==> src/rtl/mm_host_arbiter.sv <==
// mm_host_arbiter: round-robin arbiter that grants one of NREQ burst
// requesters (0 = loader A, 1 = loader B, 2 = writer) the single host
// command/beat bus, one burst at a time.
// Optional feature: define MM_ARB_WATCHDOG_EN to add a stall watchdog that
// aborts a burst after TIMEOUT stalled cycles and raises a sticky err.
module mm_host_arbiter #(
  parameter int NREQ    = 3,
  parameter int LENW    = 16,
  parameter int TIMEOUT = 1024
) (
  input  logic                       clk,
  input  logic                       rst,
  input  logic [NREQ-1:0]            req_valid,
  input  logic [NREQ-1:0][31:0]      req_addr,
  input  logic [NREQ-1:0][LENW-1:0]  req_len,
  input  logic [NREQ-1:0]            req_we,
  output logic [NREQ-1:0]            req_ready,
  output logic [NREQ-1:0]            req_done,
  output logic [NREQ-1:0]            owner,
  output logic                       m_cmd_valid,
  input  logic                       m_cmd_ready,
  output logic [31:0]                m_cmd_addr,
  output logic [LENW-1:0]            m_cmd_len,
  output logic                       m_cmd_we,
  input  logic                       m_beat,
  output logic                       busy,
  output logic                       err
);

  localparam int PTRW = (NREQ > 1) ? $clog2(NREQ) : 1;

  typedef enum logic [1:0] {IDLE, CMD, XFER} state_e;

  state_e          state_q;
  logic [PTRW-1:0] ptr_q;
  logic [PTRW-1:0] owner_idx_q;
  logic [NREQ-1:0] owner_q;
  logic [NREQ-1:0] req_done_q;
  logic            m_cmd_valid_q;
  logic [31:0]     m_cmd_addr_q;
  logic [LENW-1:0] m_cmd_len_q;
  logic            m_cmd_we_q;
  logic [LENW-1:0] beat_cnt_q;

  logic            grant_found;
  logic [PTRW-1:0] grant_idx;
  logic [PTRW-1:0] cand_idx;
  logic [NREQ-1:0] grant_oh;
  logic            wd_fire;

  // Round-robin search starting at the requester after the last owner.
  always_comb begin
    // NOTE: every signal written here gets a default first, so no path can leave it holding a value (no latch).
    grant_found = 1'b0;
    grant_idx   = '0;
    cand_idx    = '0;
    grant_oh    = '0;
    for (int k = 1; k <= NREQ; k++) begin
      cand_idx = PTRW'((int'(ptr_q) + k) % NREQ);
      if (!grant_found && req_valid[cand_idx]) begin
        grant_found = 1'b1;
        grant_idx   = cand_idx;
      end
    end
    if (grant_found) grant_oh[grant_idx] = 1'b1;
  end

  // Burst control FSM; all outputs except the accept pulse are registered.
  always_ff @(posedge clk) begin
    if (rst) begin
      state_q       <= IDLE;
      ptr_q         <= PTRW'(NREQ - 1);
      owner_idx_q   <= '0;
      owner_q       <= '0;
      req_done_q    <= '0;
      m_cmd_valid_q <= 1'b0;
      m_cmd_addr_q  <= '0;
      m_cmd_len_q   <= '0;
      m_cmd_we_q    <= 1'b0;
      beat_cnt_q    <= '0;
    end else begin
      // NOTE: state registers use non-blocking assignments so every branch sees pre-edge values.
      req_done_q <= '0;
      case (state_q)
        IDLE: begin
          if (grant_found) begin
            m_cmd_addr_q <= req_addr[grant_idx];
            m_cmd_len_q  <= req_len[grant_idx];
            m_cmd_we_q   <= req_we[grant_idx];
            if (req_len[grant_idx] != '0) begin
              owner_q       <= grant_oh;
              owner_idx_q   <= grant_idx;
              m_cmd_valid_q <= 1'b1;
              state_q       <= CMD;
            end else begin
              // Empty burst: complete immediately without touching the host bus.
              req_done_q <= grant_oh;
              ptr_q      <= grant_idx;
            end
          end
        end
        CMD: begin
          if (wd_fire) begin
            m_cmd_valid_q <= 1'b0;
            req_done_q    <= owner_q;
            ptr_q         <= owner_idx_q;
            owner_q       <= '0;
            state_q       <= IDLE;
          end else if (m_cmd_ready) begin
            m_cmd_valid_q <= 1'b0;
            beat_cnt_q    <= m_cmd_len_q;
            state_q       <= XFER;
          end
        end
        XFER: begin
          if (wd_fire) begin
            req_done_q <= owner_q;
            ptr_q      <= owner_idx_q;
            owner_q    <= '0;
            state_q    <= IDLE;
          end else if (m_beat) begin
            beat_cnt_q <= beat_cnt_q - LENW'(1);
            if (beat_cnt_q == LENW'(1)) begin
              req_done_q <= owner_q;
              ptr_q      <= owner_idx_q;
              owner_q    <= '0;
              state_q    <= IDLE;
            end
          end
        end
        default: state_q <= IDLE;
      endcase
    end
  end

`ifdef MM_ARB_WATCHDOG_EN
  localparam int WDW = (TIMEOUT > 1) ? $clog2(TIMEOUT) : 1;

  logic [WDW-1:0] wd_cnt_q;
  logic           err_q;
  logic           wd_stall;

  assign wd_stall = ((state_q == CMD) && !m_cmd_ready) || ((state_q == XFER) && !m_beat);
  assign wd_fire  = wd_stall && (wd_cnt_q == WDW'(TIMEOUT - 1));

  // Count consecutive stalled cycles; any progress or idle clears the count.
  always_ff @(posedge clk) begin
    if (rst) begin
      wd_cnt_q <= '0;
      err_q    <= 1'b0;
    end else if (wd_fire) begin
      wd_cnt_q <= '0;
      err_q    <= 1'b1;
    end else if (wd_stall) begin
      wd_cnt_q <= wd_cnt_q + 1'b1;
    end else begin
      wd_cnt_q <= '0;
    end
  end

  assign err = err_q;
`else
  logic unused_timeout;

  assign wd_fire        = 1'b0;
  assign err            = 1'b0;
  assign unused_timeout = (TIMEOUT > 0);
`endif

  // A grant is never offered while reset is swallowing the arbitration.
  assign req_ready   = ((state_q == IDLE) && !rst) ? grant_oh : '0;
  assign req_done    = req_done_q;
  assign owner       = owner_q;
  assign m_cmd_valid = m_cmd_valid_q;
  assign m_cmd_addr  = m_cmd_addr_q;
  assign m_cmd_len   = m_cmd_len_q;
  assign m_cmd_we    = m_cmd_we_q;
  assign busy        = (state_q != IDLE);

endmodule

==> config.mk <==
export PLATFORM = sky130hd
export DESIGN_NAME = mm_host_arbiter
export DESIGN_NICKNAME = d
export VERILOG_FILES = /design/src/rtl/mm_host_arbiter.sv
export SDC_FILE = /design/constraint.sdc
export NUM_CORES = 1
export LEC_CHECK = 0
export ABC_CLOCK_PERIOD_IN_PS = 3250
export BUFFER_PORTS_ARGS = -buffer_cell sky130_fd_sc_hd__buf_2
export CAP_MARGIN = 20
export CORE_ASPECT_RATIO = 0.8
export CORE_MARGIN = 8
export CORE_UTILIZATION = 43
export DETAILED_ROUTE_END_ITERATION = 10
export PLACE_DENSITY = 0.78
export SETUP_SLACK_MARGIN = 0.1
export SYNTH_ARGS = -nofsm -noshare
export SYNTH_HDL_FRONTEND = slang
export SYNTH_SLANG_ARGS = --single-unit
==> constraint.sdc <==
create_clock -name clk -period 3.25 [get_ports clk]
set_input_delay 0.1625 -clock clk [delete_from_list [all_inputs] [get_ports clk]]
set_output_delay 0.1625 -clock clk [all_outputs]
set_load 0.1 [all_outputs]
==> impl_metrics.tcl, run 1 <==
set metrics [dict create \
    syn_area_um2 4600 \
    cts.hold.buffers_added 0 \
    avgViaCountPerCell 5.50 \
    grt_start_max_net_pins 52 \
    final_area_um2 6520 \
    setup.worst_path.start_class "flip-flop" \
    post-route-period-util_pct 95.6 \
    r2r_slack_ps 160 \
    synth_largest_area_cell "sky130_fd_sc_hd__dfxtp_1" \
    worst_pin_slew_ps 1060 \
    drt_pass1_iterations 5 \
    place.gp.congestion 0.876 \
    cpLargestDelayFamily "buffers and inverters" \
    clock_tree.htree_level_count 3 \
    totalWireLength_um 16800 \
    achievable-frequency_mhz 322 \
    num_rows 33 \
    number_of_synthesized_flops_with_an_enable_pin 0 \
    synth-adder-area-share_pct 1.63 \
    path_buf_inv 5 \
    setup_tns_ps 0 \
    async_set_or_reset_flop_fraction_in_the_synthesized_netlist_pct 0 \
    detail_route.wl_per_cell_um 17.4 \
    power.density_nw_per_um2 1270 \
    hold_path_class "in -> reg" \
    postLayoutCoreUtil_pct 63.2 \
    instances_no_fill 966 \
    number_of_drc_markers_after_the_initial_detailed_route_iteration 262 \
    setup_viol_count_final 0 \
    required_time_at_the_worst_slack_endpoint_ps 3090 \
    endpoint_kind "output pin" \
    grt-busiest-layer "met2" \
    cts_made_buffers 9 \
    max-cap-violations 0 \
    synth_sequential_area_ratio_pct 33.9 \
    yosys_warnings 0 \
    xor_xnor_share_of_the_synthesized_area_pct 0 \
    yosys-top-cells-area "sky130_fd_sc_hd__dfxtp_1 (34%), sky130_fd_sc_hd__mux2i_1 (11%), sky130_fd_sc_hd__a21oi_1 (9.9%)" \
    postSynthRegisterBits 78 \
    syn_avg_cell_area_um2 7.59 \
    synth_mux_area_share_pct 11.6 \
    worstPathArrival_ps 2940 \
    die_area_um2 14300 \
    critPathSlowestCell "sky130_fd_sc_hd__dfxtp_4" \
    synth_compound_gate_area_share_pct 23.8 \
    mappedNetlistNets 766 \
    yosysUniqueCellTypes 58 \
    dp.cells 943 \
    worstSetupPathType "reg -> out" \
    design.core.area_um2 10300 \
    buffer_ports.inserted 213 \
    flow.area_growth_from_synthesis_pct 41.7 \
    static-leakage-power_uw 0.00314 \
    clkSlewWorstSetupHoldPaths_ps 60 \
    run_status "complete, no violations" \
    final_hold_viol_count 0 \
    synth_top_cell_area_share_pct 33.9 \
    clock-root-buffer "sky130_fd_sc_hd__clkbuf_16" \
    design.portCount 215 \
    worst_clock_skew_ps 5.17 \
    synth-simple-area-share_pct 23.0 \
    worst_path_most_repeated_cell "sky130_fd_sc_hd__buf_4" \
    fp.dieH_um 109 \
    die_width_um 132 \
    worst_slew_margin_rel_pct 29.5 \
    grt_first_pass_wirelength_um 26300 \
    placement.cell_area_um2 5990 \
    grt-ovfl-total 0 \
    grt_util_met2_pct 38.3 \
    gr-usage-all-layers_pct 22.3 \
    initial_antenna_violation_count 0 \
    cts_max_path_buffers 2 \
    path_max_fanout 6 \
    finish.net_count 980 \
    share_of_layout_cells_above_drive_strength_1_pct 37.5 \
    grt.met3_usage_pct 7.37 \
    vias 5310 \
    tritoncts "built" \
    critical_path.cell_chain "inv_4 > ha_4 > buf_4 > nand3b_1 > o21ai_1 > buf_4 > a211o_1 > a211oi_1 > buf_4 > nor2_4 > nand2_1 > nor3_4 > buf_6" \
    floorplan.initialDensity_pct 44.6 \
    dp_hpwl_um 12600 \
    ir_drop_mv 0.765 \
    grt_pass1_vias 5234 \
    antenna_violation_net_count_after_detailed_routing 0 \
    synth_ff_type "sky130_fd_sc_hd__dfxtp_1" \
    timing.final.crit_period_ps 3110 \
    power.total_uw 8260 \
    final-max-slew-violation-count 0 \
    timing.critical_path.slowest_cell_delay_ps 390 \
    clock_insertion_delay_at_the_later_pin_of_the_skew_report_ps 340 \
    post-route-drc-count 0 \
    global_route.usage.met1_pct 26.2 \
    synth_top_family_by_area "compound AO/OA/AOI/OAI gates" \
    synth_cells 606 \
    grt_setup_unrepaired "yes" \
    tritoncts_num_sinks 78 \
]
==> where the power goes <==
group / internal (uW) / leakage, uW / switching (uW)
logic: 1630 / 0.00238 / 4100
registers: 1310 / 0.000642 / 279
clock network: 537 / 0.000124 / 404
==> path summary, 6_finish.rpt <==
| path | startpoint | cells past startpoint | end |
|---|---|---|---|
| setup / recovery | ptr_q[0] | 13 | req_ready[1] |
| hold / removal | req_addr[71] | 3 | m_cmd_addr[7] |
| setup reg to reg | ptr_q[1] | 13 | ptr_q[0] |
| hold reg to reg | m_cmd_addr[26] | 2 | m_cmd_addr[26] |
==> layer usage <==
layer / up-vias / wire length (um)
met5: - / 0
li1: 2594 / -
met2: 187 / 8080
met4: 0 / 290
met1: 2504 / 7080
met3: 25 / 1350
==> logic make-up (layout without fill, tap and decap cells) <==
| logic type | after synthesis | after routing |
|---|---|---|
| compound gates | 180 | 180 |
| fa+ha+maj | 6 | 6 |
| buf+inv | 61 | 280 |
| flops | 78 | 78 |
| mux | 53 | 53 |
| other cells | 1 | 2 |
| simple gates | 227 | 227 |
==> sequential cells by signal, summed over array words and instances, names as in the netlist, 2 cells and up <==
register	count
state_q	2
m_cmd_addr	32
beat_cnt_q	16
owner	3
m_cmd_len	16
ptr_q	2
req_done	3
owner_idx_q	2
==> cell usage in the layout (no fill, tap or decap), drive strengths merged, types with 9 or more instances in the layout <==
master	netlist	routed
nand2	119	119
o211ai	34	34
clkbuf	34	11
dfxtp	78	78
a21oi	91	91
nor3	9	9
nor4	9	9
mux2i	52	52
inv	9	9
buf	18	255
o21ai	21	21
nor2	48	48
==> per-stage QoR <==
stage                     hold slack [ps]  worst slack [ps]
after floorplan                       349              86.7
after global placement                442               114
after detailed placement              444              6.32
after CTS                             123               117
after global routing                  150              28.2
final                                 130               143
==> area by class of cell <==
cell class	count	area, um^2
inverter	9	36.3
antenna	1	2.50
timing repair buffer	255	1480
fill	890	3800
clock buffer	11	243
tap	140	175
sequential	78	1570
clock inverter	5	35.0
multi-input combinational	467	2980
==> cells in the mapped netlist (3+ instances only) <==
cell type                  number
sky130_fd_sc_hd__o21ai_0       20
sky130_fd_sc_hd__mux2i_1       52
sky130_fd_sc_hd__buf_1          7
sky130_fd_sc_hd__nor2_1        48
sky130_fd_sc_hd__buf_2          6
sky130_fd_sc_hd__buf_6          4
sky130_fd_sc_hd__nor3b_1        7
sky130_fd_sc_hd__inv_1          7
sky130_fd_sc_hd__a211oi_1       5
sky130_fd_sc_hd__or3_1          3
sky130_fd_sc_hd__nor4_1         6
sky130_fd_sc_hd__nand3_1        7
sky130_fd_sc_hd__ha_1           6
sky130_fd_sc_hd__nor3_1         8
sky130_fd_sc_hd__a21oi_1       91
sky130_fd_sc_hd__a22oi_1        5
sky130_fd_sc_hd__nand3b_1       4
sky130_fd_sc_hd__nand2_1      119
sky130_fd_sc_hd__a41oi_1        3
sky130_fd_sc_hd__clkbuf_1      34
sky130_fd_sc_hd__o22ai_1        5
sky130_fd_sc_hd__nor2b_1        4
sky130_fd_sc_hd__o211ai_1      34
sky130_fd_sc_hd__dfxtp_1       78
==> what timing repair did <==
| action | CTS | global route |
|---|---|---|
| setup endpoints to repair | 15 | 15 |
| buffers inserted | 3 | 1 |
| gates resized for setup | 15 | 26 |
| pin swaps | 6 | 17 |
| gates cloned | 1 | 1 |
==> tightest hold or removal path: stages <==
cell                       delay [ps]
sky130_fd_sc_hd__buf_2             80
sky130_fd_sc_hd__o211ai_1          80
sky130_fd_sc_hd__a21oi_1          110
Power figures use the tool's default switching activity.
==> inputs of run 2 (changes only) <==
CELL_PAD_IN_SITES_DETAIL_PLACEMENT = 1   (was unset)
CELL_PAD_IN_SITES_GLOBAL_PLACEMENT = 1   (was unset)
CORE_UTILIZATION = 29   (was 43)
PLACE_DENSITY = 0.82   (was 0.78)
==> run 2 against run 1 <==
The flow now finishes with violations (negative setup slack); non-clock buffer count is 15 higher; maximum frequency shrank 5.0%; sequential power is essentially flat; clock-buffer cell count is the same; sequential share of layout area fell by 1.4 points; setup slack lost 160 ps; register-to-register slack worse by 180 ps; first-iteration DRC count grew 0.76%; via count increased by 1.9%; largest power group unchanged; critical endpoint is now owner[1]; critical path depth is 2 higher; hold slack better by 2.0 ps.
==> impl_metrics.tcl, run 2 (synthesis gave the netlist of run 1 again) <==
set metrics [dict create \
    post-route-period-util_pct 101 \
    worstSetupPathType "reg -> reg" \
    static-leakage-power_uw 0.00324 \
    initial_antenna_violation_count 1 \
    cts_made_buffers 9 \
    ir_drop_mv 0.509 \
    final_common_cell "sky130_fd_sc_hd__buf_2" \
    design.core.area_um2 15600 \
    totalWireLength_um 19600 \
    timing.final.crit_period_ps 3270 \
    clock_insertion_delay_at_the_later_pin_of_the_skew_report_ps 340 \
    achievable-frequency_mhz 306 \
    number_of_drc_markers_after_the_initial_detailed_route_iteration 264 \
    final-max-slew-violation-count 0 \
    clock_tree.htree_level_count 3 \
    num_rows 41 \
    antenna_cells_inserted 0 \
    setup.worst_path.start_class "flip-flop" \
    fp.dieH_um 129 \
    finish.net_count 996 \
    power.density_nw_per_um2 1250 \
    place.gp.congestion 0.778 \
    path_max_fanout 6 \
    cts_max_path_buffers 2 \
    cts.hold.buffers_added 0 \
    worst_slew_margin_rel_pct 53.6 \
    worst_clock_skew_ps 7.69 \
    grt_pass1_vias 5608 \
    post_layout_worst_setup_margin_ps -20.9 \
    endpoint_kind "flip-flop" \
    filler_cell_count 1933 \
    tritoncts_num_sinks 78 \
    layout.cells.most_common_list "sky130_fd_sc_hd__buf_2 (210), sky130_fd_sc_hd__nand2_1 (119), sky130_fd_sc_hd__a21oi_1 (80)" \
    tritoncts "built" \
    setup_viol_count_final 3 \
    run_status "finished, violations left" \
    buffer_ports.inserted 213 \
    antenna_violation_net_count_after_detailed_routing 0 \
    die_area_um2 20200 \
    power.total_uw 8670 \
    gr-usage-all-layers_pct 19.1 \
    grt_first_pass_wirelength_um 30600 \
    hold_path_class "in -> reg" \
    detail_route.wl_per_cell_um 18.5 \
    post-route-drc-count 0 \
    placement.setup.worst_slack_ps -154 \
    avgViaCountPerCell 5.12 \
    grt_start_max_net_pins 49 \
    floorplan.initialDensity_pct 29.4 \
    drt_pass1_iterations 5 \
    grt_setup_unrepaired "yes" \
    required_time_at_the_worst_slack_endpoint_ps 3470 \
    dp_hpwl_um 14000 \
    share_of_layout_cells_above_drive_strength_1_pct 40.3 \
    die_width_um 157 \
    largest_register_ffs 32 \
    clkSlewWorstSetupHoldPaths_ps 60 \
    worst_pin_slew_ps 696 \
    instances_no_fill 1056 \
    dp.cells 1014 \
    vias 5409 \
    worstPathArrival_ps 3490 \
    flow.area_growth_from_synthesis_pct 50.2 \
    grt-ovfl-total 0 \
    design.portCount 215 \
    setup_tns_ps -30.9 \
    clock-root-buffer "sky130_fd_sc_hd__clkbuf_16" \
    failed_checks "negative setup slack" \
    max-cap-violations 0 \
    final_hold_viol_count 0 \
]
-- run 2: per-layer routing --
| metal | vias to the layer above | wire length, um | global-route usage (%) | part of all wire (%) |
|---|---|---|---|---|
| li1 | 2627 | - | - | - |
| met1 | 2597 | 8380 | 23.1 | 43 |
| met2 | 170 | 9700 | 33.4 | 50 |
| met3 | 13 | 1310 | 5.29 | 6.7 |
| met4 | 2 | 189 | 3.95 | 0.96 |
| met5 | - | 8 | 0 | 0.041 |
-- run 2: what timing repair did --
item,in CTS,in global routing
cloned,2,0
setup buffers,19,6
resized for setup,39,31
pin swaps,18,17
setup endpoints to repair,15,13
-- run 2: cell type report --
cell class | count | area [um^2] | area share (%)
clock buffer | 11 | 243 | 3.51
timing repair buffer | 270 | 1640 | 23.8
inverter | 9 | 36.3 | 0.525
multi-input combinational | 468 | 3120 | 45.1
sequential | 78 | 1570 | 22.7
clock inverter | 5 | 33.8 | 0.489
tap | 215 | 269 | 3.89
-- run 2: worst max-delay path, stage by stage, from the launching register on --
cell                       delay, ps
sky130_fd_sc_hd__dfxtp_4         350
sky130_fd_sc_hd__buf_6           120
sky130_fd_sc_hd__ha_4            160
sky130_fd_sc_hd__mux2_4          330
sky130_fd_sc_hd__a211oi_4        240
sky130_fd_sc_hd__o22ai_4         110
sky130_fd_sc_hd__buf_12          160
sky130_fd_sc_hd__buf_6           110
sky130_fd_sc_hd__mux2i_2         180
sky130_fd_sc_hd__a21oi_2         100
sky130_fd_sc_hd__nor4_4          340
sky130_fd_sc_hd__buf_4           180
sky130_fd_sc_hd__nand4_4         100
sky130_fd_sc_hd__buf_12          160
sky130_fd_sc_hd__buf_12          130
sky130_fd_sc_hd__a2111o_1        360
-- run 2: path summary, 6_finish.rpt --
check	startpoint	endpoint	slack [ps]	depth (start not counted)
min reg2reg	m_cmd_addr[17]	m_cmd_addr[17]	450	2
min	req_addr[89]	m_cmd_addr[25]	130	3
max reg2reg	ptr_q[0]	owner[1]	-20	15
max	ptr_q[0]	owner[1]	-20	15
-- run 2: stage by stage --
stage | util [%] | area [um^2] | hold slack (ps)
finish | 44.2 | 6910 | 132
global route | 44.2 | 6910 | 130
CTS | 43.1 | 6740 | 122
detailed placement | 39.0 | 6100 | 449
global placement | 39.0 | 6100 | 439
floorplan | - | 4640 | 349
-- run 2: power by group --
group / total (uW) / internal (uW) / switching [uW] / leakage, uW
clock: 955 / 539 / 417 / 0.000132
combinational: 6110 / 1820 / 4290 / 0.00246
sequential: 1600 / 1310 / 288 / 0.000642
